$ cat src/rtl/pe_sched_pkg.sv
// Shared definitions for the pe_array tile scheduler: state encoding, tile
// limits and the small combinational helpers used by the top and the iterator.
package pe_sched_pkg;

    localparam int TILE_H_DEF     = 32;
    localparam int TILE_OC_DEF    = 64;
    localparam int LAYER_H_W_DEF  = 8;
    localparam int LAYER_OC_W_DEF = 10;
    localparam int TIMEOUT_W_DEF  = 20;

    typedef enum logic [2:0] {
        ST_IDLE  = 3'd0,
        ST_LOAD  = 3'd1,
        ST_START = 3'd2,
        ST_ARM   = 3'd3,
        ST_RUN   = 3'd4,
        ST_DRAIN = 3'd5,
        ST_NEXT  = 3'd6,
        ST_ERR   = 3'd7
    } sched_state_e;

    function automatic logic cfg_legal(input logic [2:0] k, input logic [2:0] stride,
                                       input logic h_nz, input logic oc_nz);
        return (k != 3'd0) && (k <= 3'd3) && (stride != 3'd0) && h_nz && oc_nz;
    endfunction

    function automatic logic [15:0] min_u16(input logic [15:0] a, input logic [15:0] b);
        return (a < b) ? a : b;
    endfunction

endpackage

$ cat src/rtl/pe_tile_iter.sv
// Tile base iterator: walks output rows (inner) then output channels (outer)
// and reports the size of the current tile and whether it is the last one.
module pe_tile_iter
    import pe_sched_pkg::*;
#(
    parameter int TILE_H     = TILE_H_DEF,
    parameter int TILE_OC    = TILE_OC_DEF,
    parameter int LAYER_H_W  = LAYER_H_W_DEF,
    parameter int LAYER_OC_W = LAYER_OC_W_DEF
) (
    input  logic                  clk,
    input  logic                  i_reset,
    input  logic                  i_clear,
    input  logic                  i_advance,
    input  logic [LAYER_H_W-1:0]  i_layer_h,
    input  logic [LAYER_OC_W-1:0] i_layer_oc,
    output logic [LAYER_H_W-1:0]  o_row_base,
    output logic [LAYER_OC_W-1:0] o_oc_base,
    output logic [5:0]            o_tile_h,
    output logic [7:0]            o_tile_oc,
    output logic                  o_last_tile
);

    logic [LAYER_H_W-1:0]  r_row_base;
    logic [LAYER_OC_W-1:0] r_oc_base;
    logic [15:0]           w_tile_h16;
    logic [15:0]           w_tile_oc16;
    logic [15:0]           w_row_end;
    logic [15:0]           w_oc_end;
    logic                  w_row_wrap;

    // Tile geometry; 16-bit math keeps the end-of-tile sums free of overflow.
    always_comb begin
        w_tile_h16  = min_u16(16'(TILE_H), 16'(i_layer_h) - 16'(r_row_base));
        w_tile_oc16 = min_u16(16'(TILE_OC), 16'(i_layer_oc) - 16'(r_oc_base));
        w_row_end   = 16'(r_row_base) + w_tile_h16;
        w_oc_end    = 16'(r_oc_base) + w_tile_oc16;
        w_row_wrap  = (w_row_end >= 16'(i_layer_h));
        o_last_tile = w_row_wrap && (w_oc_end >= 16'(i_layer_oc));
    end

    // Base registers: rows advance first, then wrap and step the OC base.
    always_ff @(posedge clk) begin
        if (i_reset || i_clear) begin
            r_row_base <= '0;
            r_oc_base  <= '0;
        end else if (i_advance) begin
            if (w_row_wrap) begin
                r_row_base <= '0;
                r_oc_base  <= r_oc_base + LAYER_OC_W'(TILE_OC);
            end else begin
                r_row_base <= w_row_end[LAYER_H_W-1:0];
            end
        end
    end

    assign o_row_base = r_row_base;
    assign o_oc_base  = r_oc_base;
    assign o_tile_h   = w_tile_h16[5:0];
    assign o_tile_oc  = w_tile_oc16[7:0];

endmodule

$ cat src/rtl/pe_tile_scheduler.sv
// Layer-level sequencer for pe_array: splits a layer into output tiles and runs
// the row-mem load, pe_array compute and psum drain handshakes for each tile.
module pe_tile_scheduler
    import pe_sched_pkg::*;
#(
    parameter int TILE_H     = TILE_H_DEF,
    parameter int TILE_OC    = TILE_OC_DEF,
    parameter int LAYER_H_W  = LAYER_H_W_DEF,
    parameter int LAYER_OC_W = LAYER_OC_W_DEF,
    parameter int TIMEOUT_W  = TIMEOUT_W_DEF
) (
    input  logic                  clk,
    input  logic                  reset,
    input  logic                  cfg_start,
    input  logic [2:0]            cfg_k,
    input  logic [2:0]            cfg_stride,
    input  logic [5:0]            cfg_img_w,
    input  logic [LAYER_H_W-1:0]  cfg_layer_h,
    input  logic [LAYER_OC_W-1:0] cfg_layer_oc,
    input  logic                  abort,
    output logic                  busy,
    output logic                  layer_done,
    output logic                  error,
    output logic                  load_req,
    output logic [LAYER_OC_W-1:0] load_oc_base,
    output logic [LAYER_H_W-1:0]  load_row_base,
    output logic [5:0]            load_tile_h,
    output logic [7:0]            load_tile_oc,
    input  logic                  load_ack,
    output logic                  pe_start,
    output logic [2:0]            pe_k,
    output logic [2:0]            pe_stride,
    output logic [5:0]            pe_img_h,
    output logic [5:0]            pe_img_w,
    output logic [7:0]            pe_oc,
    input  logic                  pe_done,
    output logic                  drain_req,
    input  logic                  drain_ack
);

    // Watchdog fires on the cycle the counter would reach all-ones.
    localparam logic [TIMEOUT_W-1:0] WD_LAST = {{(TIMEOUT_W-1){1'b1}}, 1'b0};

    sched_state_e          r_state;
    sched_state_e          w_next;
    logic [2:0]            r_k;
    logic [2:0]            r_stride;
    logic [5:0]            r_img_w;
    logic [LAYER_H_W-1:0]  r_layer_h;
    logic [LAYER_OC_W-1:0] r_layer_oc;
    logic [TIMEOUT_W-1:0]  r_wd_cnt;
    logic                  r_error;
    logic                  r_layer_done;
    logic                  w_legal;
    logic                  w_accept;
    logic                  w_in_compute;
    logic                  w_wd_hit;
    logic                  w_last;
    logic                  w_advance;
    logic [5:0]            w_tile_h;
    logic [7:0]            w_tile_oc;

    assign w_legal      = cfg_legal(cfg_k, cfg_stride, |cfg_layer_h, |cfg_layer_oc);
    assign w_accept     = ~abort & cfg_start & ((r_state == ST_IDLE) | (r_state == ST_ERR));
    assign w_in_compute = (r_state == ST_ARM) | (r_state == ST_RUN);
    assign w_wd_hit     = w_in_compute & (r_wd_cnt == WD_LAST);
    assign w_advance    = ~abort & (r_state == ST_NEXT);

    pe_tile_iter #(
        .TILE_H     (TILE_H),
        .TILE_OC    (TILE_OC),
        .LAYER_H_W  (LAYER_H_W),
        .LAYER_OC_W (LAYER_OC_W)
    ) u_iter (
        .clk         (clk),
        .i_reset     (reset),
        .i_clear     (w_accept),
        .i_advance   (w_advance),
        .i_layer_h   (r_layer_h),
        .i_layer_oc  (r_layer_oc),
        .o_row_base  (load_row_base),
        .o_oc_base   (load_oc_base),
        .o_tile_h    (w_tile_h),
        .o_tile_oc   (w_tile_oc),
        .o_last_tile (w_last)
    );

    // State register.
    always_ff @(posedge clk) begin
        if (reset) begin
            r_state <= ST_IDLE;
        end else begin
            r_state <= w_next;
        end
    end

    // Next-state logic; abort beats the watchdog, which beats the handshakes.
    always_comb begin
        w_next = r_state;
        if (abort) begin
            w_next = ST_IDLE;
        end else if (w_wd_hit) begin
            w_next = ST_ERR;
        end else begin
            case (r_state)
                ST_IDLE, ST_ERR: w_next = cfg_start ? (w_legal ? ST_LOAD : ST_ERR) : r_state;
                ST_LOAD:         w_next = load_ack ? ST_START : ST_LOAD;
                ST_START:        w_next = ST_ARM;
                ST_ARM:          w_next = pe_done ? ST_ARM : ST_RUN;
                ST_RUN:          w_next = pe_done ? ST_DRAIN : ST_RUN;
                ST_DRAIN:        w_next = drain_ack ? ST_NEXT : ST_DRAIN;
                ST_NEXT:         w_next = w_last ? ST_IDLE : ST_LOAD;
                default:         w_next = ST_IDLE;
            endcase
        end
    end

    // Handshake outputs decoded from the state register.
    always_comb begin
        load_req  = 1'b0;
        pe_start  = 1'b0;
        drain_req = 1'b0;
        busy      = (r_state != ST_IDLE) && (r_state != ST_ERR);
        case (r_state)
            ST_LOAD:  load_req  = 1'b1;
            ST_START: pe_start  = 1'b1;
            ST_DRAIN: drain_req = 1'b1;
            default:  load_req  = 1'b0;
        endcase
    end

    // Layer configuration, captured only when a start is accepted.
    always_ff @(posedge clk) begin
        if (reset) begin
            r_k        <= 3'd0;
            r_stride   <= 3'd0;
            r_img_w    <= 6'd0;
            r_layer_h  <= '0;
            r_layer_oc <= '0;
        end else if (w_accept) begin
            r_k        <= cfg_k;
            r_stride   <= cfg_stride;
            r_img_w    <= cfg_img_w;
            r_layer_h  <= cfg_layer_h;
            r_layer_oc <= cfg_layer_oc;
        end
    end

    // Compute watchdog: cleared in START, counting while waiting on pe_array.
    always_ff @(posedge clk) begin
        if (reset || (r_state == ST_START)) begin
            r_wd_cnt <= '0;
        end else if (w_in_compute) begin
            r_wd_cnt <= r_wd_cnt + TIMEOUT_W'(1);
        end
    end

    // Sticky error and the end-of-layer pulse.
    always_ff @(posedge clk) begin
        if (reset) begin
            r_error      <= 1'b0;
            r_layer_done <= 1'b0;
        end else begin
            r_layer_done <= ~abort & (r_state == ST_NEXT) & w_last;
            if (abort) begin
                r_error <= r_error;
            end else if (w_wd_hit) begin
                r_error <= 1'b1;
            end else if (w_accept) begin
                r_error <= ~w_legal;
            end
        end
    end

    assign error        = r_error;
    assign layer_done   = r_layer_done;
    assign load_tile_h  = w_tile_h;
    assign load_tile_oc = w_tile_oc;
    assign pe_k         = r_k;
    assign pe_stride    = r_stride;
    assign pe_img_h     = w_tile_h;
    assign pe_img_w     = r_img_w;
    assign pe_oc        = w_tile_oc;

endmodule

$ cat config.mk
export PLATFORM = sky130hd
export DESIGN_NAME = pe_tile_scheduler
export DESIGN_NICKNAME = d
export VERILOG_FILES = /design/src/rtl/pe_sched_pkg.sv /design/src/rtl/pe_tile_iter.sv /design/src/rtl/pe_tile_scheduler.sv
export SDC_FILE = /design/constraint.sdc
export NUM_CORES = 1
export LEC_CHECK = 0
export CELL_PAD_IN_SITES_DETAIL_PLACEMENT = 1
export CELL_PAD_IN_SITES_GLOBAL_PLACEMENT = 2
export CORE_ASPECT_RATIO = 1.4
export CORE_MARGIN = 2
export CORE_UTILIZATION = 25
export CTS_BUF_LIST = sky130_fd_sc_hd__clkbuf_4
export CTS_CLUSTER_DIAMETER = 50
export CTS_CLUSTER_SIZE = 10
export DETAILED_ROUTE_END_ITERATION = 10
export PLACE_DENSITY = 0.72
export SYNTH_ARGS = -nofsm -noshare
export SYNTH_HDL_FRONTEND = slang
export SYNTH_SLANG_ARGS = --single-unit
$ cat constraint.sdc
create_clock -name clk -period 4.9 [get_ports clk]
set_input_delay 0.98 -clock clk [delete_from_list [all_inputs] [get_ports clk]]
set_output_delay 0.98 -clock clk [all_outputs]
set_load 0.005 [all_outputs]
Word level (Yosys, flattened, before mapping)
Index checks and enable logic that the tools add are counted.
{ "word_totals": {"regBits": 73, "in_bits": 37, "output_inout_bits": 64, "elab_cells": 77} }
{ "op_classes": {"n_addsub": 6, "n_lt_le_gt_ge": 5, "eq_ne": 10, "n_mux": 17, "bitwise": 9, "reduce_logical": 19} }
{ "op_table": {"columns": ["op", "n"], "rows": [
  ["2-to-1 mux 16 bit", 2],
  ["one-hot mux 3 bit (7 select lines)", 1],
  ["adder 20 x 1 -> 20 bit (second input constant)", 1],
  ["equality test 20 bit (second input constant)", 1],
  ["adder 10 x 16 -> 16 bit", 1],
  ["adder 8 x 16 -> 16 bit", 1],
  [">= comparator 16 x 10 -> 1 bit", 1],
  [">= comparator 16 x 8 -> 1 bit", 1],
  ["< comparator 6 x 16 -> 1 bit (first input constant)", 1],
  ["< comparator 7 x 16 -> 1 bit (first input constant)", 1],
  ["equality test 3 bit (second input constant)", 4],
  ["2-to-1 mux 3 bit", 4],
  ["subtractor 10 x 10 -> 11 bit", 1],
  ["adder 10 x 7 -> 10 bit (second input constant)", 1],
  ["OR reduction 10 bit", 1],
  ["nonzero test 3 bit", 3],
  ["subtractor 8 x 8 -> 9 bit", 1],
  ["2-to-1 mux 8 bit", 1],
  ["OR reduction 8 bit", 1],
  ["2-to-1 mux 1 bit", 7],
  ["equality test 3 x 2 -> 1 bit (second input constant)", 2],
  ["logical AND 1 bit", 6],
  ["!= test 3 bit (second input constant)", 2],
  ["AND 1 bit", 5],
  ["10 further kinds", 16]
]} }

Longest topological paths before layout
{ "logic_depth": {"ltp_word": 9, "mapped_depth": 23, "ltp_nobuf": 22} }

Modules after synthesis
A second synthesis with hierarchy kept.
{ "unflattened": {"cells_unflattened": 570, "area_unflattened_um2": 4824.6} }
{ "by_module_without_submodules": {"columns": ["module", "n_inst", "cells_each", "area_each_um2", "seq_area_each_um2"], "rows": [
  ["pe_tile_scheduler", 1, 307, 2787.7, 1101.1],
  ["pe_tile_iter", 1, 263, 2037.0, 240.2]
]} }

Worst setup path before layout
Ideal clock, no wire load.
{ "synth_path": {"kind": "register -> register", "start": "reg r_layer_h[0]", "end": "reg u_iter.r_row_base[0] (netlist: u_iter.o_row_base[0])", "setup_time_ps": 87, "t_arrival_ps": 5083, "slack_ps": -270, "stages_incl_launch_ff": 23, "n_path_buf": 1, "path_cell_list": "dfxtp_1 -> inv_1 -> ha_1 -> fa_1 -> nand2b_1 -> a211oi_1 -> mux2i_1 -> o211ai_2 -> or2_1 -> buf_6 -> nor2_1 -> ha_1 -> a21oi_1 -> o21bai_1 -> a221oi_1 -> inv_1 -> or3_1 -> and2_1 -> ha_1 -> a2111oi_0 -> o21ai_0 -> or4_1 -> o31ai_1"} }
{ "synth_between": {"elab_chain_cells": 6} }
{ "synth_rtl": {"columns": ["item", "line", "text"], "rows": [
  ["start: declaration", "pe_tile_scheduler.sv:49", "logic [LAYER_H_W-1:0] r_layer_h;"],
  ["start signal: assignment", "pe_tile_scheduler.sv:144", "r_layer_h <= cfg_layer_h;"],
  ["subtractor 8 x 8 -> 9 bit *", "pe_tile_iter.sv:34", "w_tile_h16 = min_u16(16'(TILE_H), 16'(i_layer_h) - 16'(r_row_base));"],
  ["< comparator 6 x 16 -> 1 bit", "pe_sched_pkg.sv:28", "return (a < b) ? a : b;"],
  ["2-to-1 mux 16 bit *", "pe_sched_pkg.sv:28", null],
  ["named net load_tile_h[4]", "pe_tile_scheduler.sv:27", "output logic [5:0] load_tile_h,"],
  ["adder 8 x 16 -> 16 bit *", "pe_tile_iter.sv:36", "w_row_end = 16'(r_row_base) + w_tile_h16;"],
  [">= comparator 16 x 8 -> 1 bit *", "pe_tile_iter.sv:38", "w_row_wrap = (w_row_end >= 16'(i_layer_h));"],
  ["2-to-1 mux 8 bit *", "pe_tile_iter.sv:48", "if (w_row_wrap) begin"],
  ["end signal: assignment", "pe_tile_iter.sv:52", "r_row_base <= w_row_end[LAYER_H_W-1:0];"],
  ["end: declaration", "pe_tile_iter.sv:24", "logic [LAYER_H_W-1:0] r_row_base;"]
]} }
The timed path passes the listed nets; every way through them passes the cells marked *.
A chain may end at the register's enable or synchronous reset.

Final worst setup path
{ "layout_path": {"start": "reg r_layer_h[0]", "end": "reg u_iter.r_oc_base[7] (netlist: u_iter.o_oc_base[7])"} }
{ "layout_between": {"elab_chain_cells": 6} }
{ "layout_rtl": {"columns": ["item", "line", "text"], "rows": [
  ["subtractor 8 x 8 -> 9 bit", "pe_tile_iter.sv:34", null],
  ["< comparator 6 x 16 -> 1 bit", "pe_sched_pkg.sv:28", null],
  ["2-to-1 mux 16 bit", "pe_sched_pkg.sv:28", null],
  ["adder 8 x 16 -> 16 bit", "pe_tile_iter.sv:36", null],
  [">= comparator 16 x 8 -> 1 bit *", "pe_tile_iter.sv:38", null],
  ["AND reduction 2 bit (no source line) *", null, null],
  ["end signal: assignment", "pe_tile_iter.sv:50", "r_oc_base <= r_oc_base + LAYER_OC_W'(TILE_OC);"],
  ["end: declaration", "pe_tile_iter.sv:25", "logic [LAYER_OC_W-1:0] r_oc_base;"]
]} }
Every way passes the cells marked *; elsewhere a longest branch is shown, timed or not.

==> results_dict.tcl <==
set metrics [dict create \
    drt-vias-per-instance 4.72 \
    gp_congestion 0.833 \
    coreArea_mm2 0.0173 \
    grt_pass1_wl_mm 23.0 \
    antenna_found_initial 1 \
    reg2reg_depth 21 \
    setup.worst_path.class "reg -> reg" \
    route.vias.total 4396 \
    synth-warning-count 0 \
    worst_slack_ns 0.164 \
    hold_path_end "pe_img_w[5]" \
    status "completed" \
    start_util_pct 25.3 \
    hold_violations 0 \
    synth-seq-cells 67 \
    cts_buffer_depth 2 \
    most-common-layout-cells "clkdlybuf4s50_1, nand2_1, dfxtp_1, a21oi_1, nor2_1" \
    clkTransAtPathRegs_ns 0.13 \
    cp_max_fo 8 \
    postSynth.asyncResetShare_pct 0 \
    grt_start_max_net_pins 37 \
    crit_path_end_kind "register" \
    fmax_ghz 0.211 \
    cts.sinks 67 \
    p_per_area_mw_per_mm2 222 \
    fin_crit_ns 4.74 \
    tightest_slew_ns 0.654 \
    insertion_delay_ns 0.41 \
    grt_pass1_vias 4623 \
    routedWlPerCell_um 15.3 \
    setup_viol 0 \
    hold_start "pe_img_w[5]" \
    drv_cap 0 \
    synth-edff-count 0 \
    fin_nets 769 \
    r2r_slack_ns 0.16 \
    hold_class "reg -> reg" \
    relSlewSlack_pct 56.1 \
    worst_ep_arrival_time_ns 5.04 \
    drtPass1Iterations 4 \
    final_max_slew_viol_count 0 \
    drt_wl_total_mm 14.2 \
    io_pins 101 \
    area_growth_pct 39.1 \
    cts-buffers-inserted 9 \
    cp-start-kind "register" \
    ant_nets 0 \
    ys_seq_area_share_pct 30.7 \
    synthDistinctLibCells 58 \
    reg2reg_to "u_iter.o_oc_base[7]" \
    fin_crit_sh_pct 96.7 \
    startpoint "r_layer_h[0]" \
    preCtsSetupSlack_ns -0.154 \
    synthTopCellsByArea "dfxtp_1, ha_1, nand2_1, a21oi_1, nor2_1" \
    dieHeight_um 161 \
    h-tree-depth 3 \
    avgSynthCellArea_um2 7.74 \
    mostFrequentLayoutCell "clkdlybuf4s50_1" \
    drt_first_iter_violations 94 \
    gr-usage-all-layers_pct 15.6 \
    yosys.area.top_type "dfxtp_1" \
    fin_skew_ns 0.0173 \
    required_ns 5.20 \
    hold_depth 2 \
    synth.cell_area_mm2 0.00437 \
    vdd_drop_max_mv 0.0955 \
    post-route-cell-area_mm2 0.00608 \
    drc 0 \
    synth-main-ff-cell "dfxtp_1" \
    synthCells 565 \
    synth_top_area_share_pct 30.7 \
    die-area_mm2 0.0186 \
    drive_gt1_share_pct 15.1 \
    r2r-start "r_layer_h[0]" \
    tritoncts "yes" \
    p_leak_nw 2.39 \
    place_hpwl_mm 11.4 \
    grt_overflow_total 0 \
    cts-root-buf "clkbuf_4" \
    postPlaceCellArea_mm2 0.00577 \
    fp.dieW_um 116 \
    core.rowCount 57 \
    io_buffers 92 \
]
## per-stage QoR
| step | setup TNS (ns) | hold slack [ns] | utilization, % | total power (W) | instances |
|---|---|---|---|---|---|
| 3_3_place_gp | -0.123 | 0.447 | 33.4 | 0.000953 | 912 |
| 5_1_grt | -0.0891 | 0.493 | 35.2 | 0.00144 | 932 |
| 6_report | 0 | 0.465 | 35.2 | 0.00135 | 932 |
| 2_1_floorplan | 0 | 0.439 | - | 0.000798 | 579 |
| 3_5_place_dp | -0.679 | 0.452 | 33.4 | 0.000962 | 912 |
| 4_1_cts | 0 | 0.470 | 34.3 | 0.00134 | 928 |
## routing by layer
layer	global-route usage (%)	routed length, µm	vias up
li1	-	-	2166
met1	17.5	5780	2136
met2	29.1	7700	73
met3	2.42	343	21
met4	5.74	391	0
met5	0	0	-
## how the worst max path moves through the flow
stage	to	slack, ns	cells past startpoint
floorplan	u_iter.o_row_base[0]	0.02	22
detailed placement	u_iter.o_oc_base[6]	-0.15	21
CTS	u_iter.o_row_base[0]	0.0006	20
global placement	u_iter.o_row_base[0]	-0.05	21
finish	u_iter.o_oc_base[7]	0.16	21
global route	u_iter.o_oc_base[9]	-0.05	23
## state kept, by name (all words and copies together) (netlist names)
register / count
r_wd_cnt: 20
r_layer_oc: 10
u_iter.o_row_base: 8
error: 1
r_layer_h: 8
pe_k: 3
pe_stride: 3
u_iter.o_oc_base: 4
layer_done: 1
pe_img_w: 6
r_state: 3
## power by group
group	internal, W	switching (W)
clock	0.000153	0.000218
sequential	0.000561	0.0000154
combinational	0.000203	0.000198
total	0.000918	0.000432
## worst max-delay path, stage by stage (launching register included)
cell      delay (ns)
dfxtp_2         0.36
inv_2           0.05
ha_4            0.16
fa_2            0.38
nand2b_4        0.16
a211oi_2        0.24
mux2i_1         0.24
o211ai_2        0.12
or2_4           0.32
nor2_4          0.14
ha_4            0.15
nand4b_1        0.15
or4_4           0.57
a21o_1          0.19
and2_4          0.14
ha_4            0.21
a211o_1         0.26
a41oi_2         0.23
o21a_4          0.23
nor2_1          0.09
a21oi_1         0.18
nor2_1          0.05
## synthesized netlist by cell type, drive strengths merged, types with 5 or more instances
cell type	count
nand2	85
dfxtp	67
a21oi	58
nor2	53
ha	38
inv	38
buf	22
nand3	20
xor2	18
nor3	17
clkbuf	15
xnor2	12
o21ai	11
and2	9
a211oi	7
a21o	7
and3	6
nor2b	6
nor4	6
nand2b	5
or2	5
or4	5
## cell type report
class / count / area, µm²
Sequential cell: 67 / 1350
Timing Repair Buffer: 137 / 1260
Inverter: 38 / 143
Tap cell: 236 / 295
Fill cell: 2137 / 11200
Clock inverter: 7 / 68.8
Antenna cell: 1 / 2.50
Multi-Input combinational cell: 437 / 2900
Clock buffer: 9 / 67.6
## cells by family (layout without fill, tap and decap cells)
logic type / Yosys count / in the layout / share of synthesized area, %
mux: 4 / 4 / 0.973
buf+inv: 75 / 191 / 8.41
other cells: 1 / 16 / 0.0857
flops: 67 / 67 / 30.7
fa+ha+maj: 42 / 42 / 12.7
compound gates: 116 / 116 / 16.8
xor+xnor: 30 / 30 / 6.01
simple gates: 230 / 230 / 24.4
## what timing repair did
item,CTS,global route
setup buffers,0,3
setup endpoints to repair,13,14
hold buffers,0,0
gates resized for setup,4,29
pin swaps,0,15
Note: power is estimated with default switching activity, not from simulation.
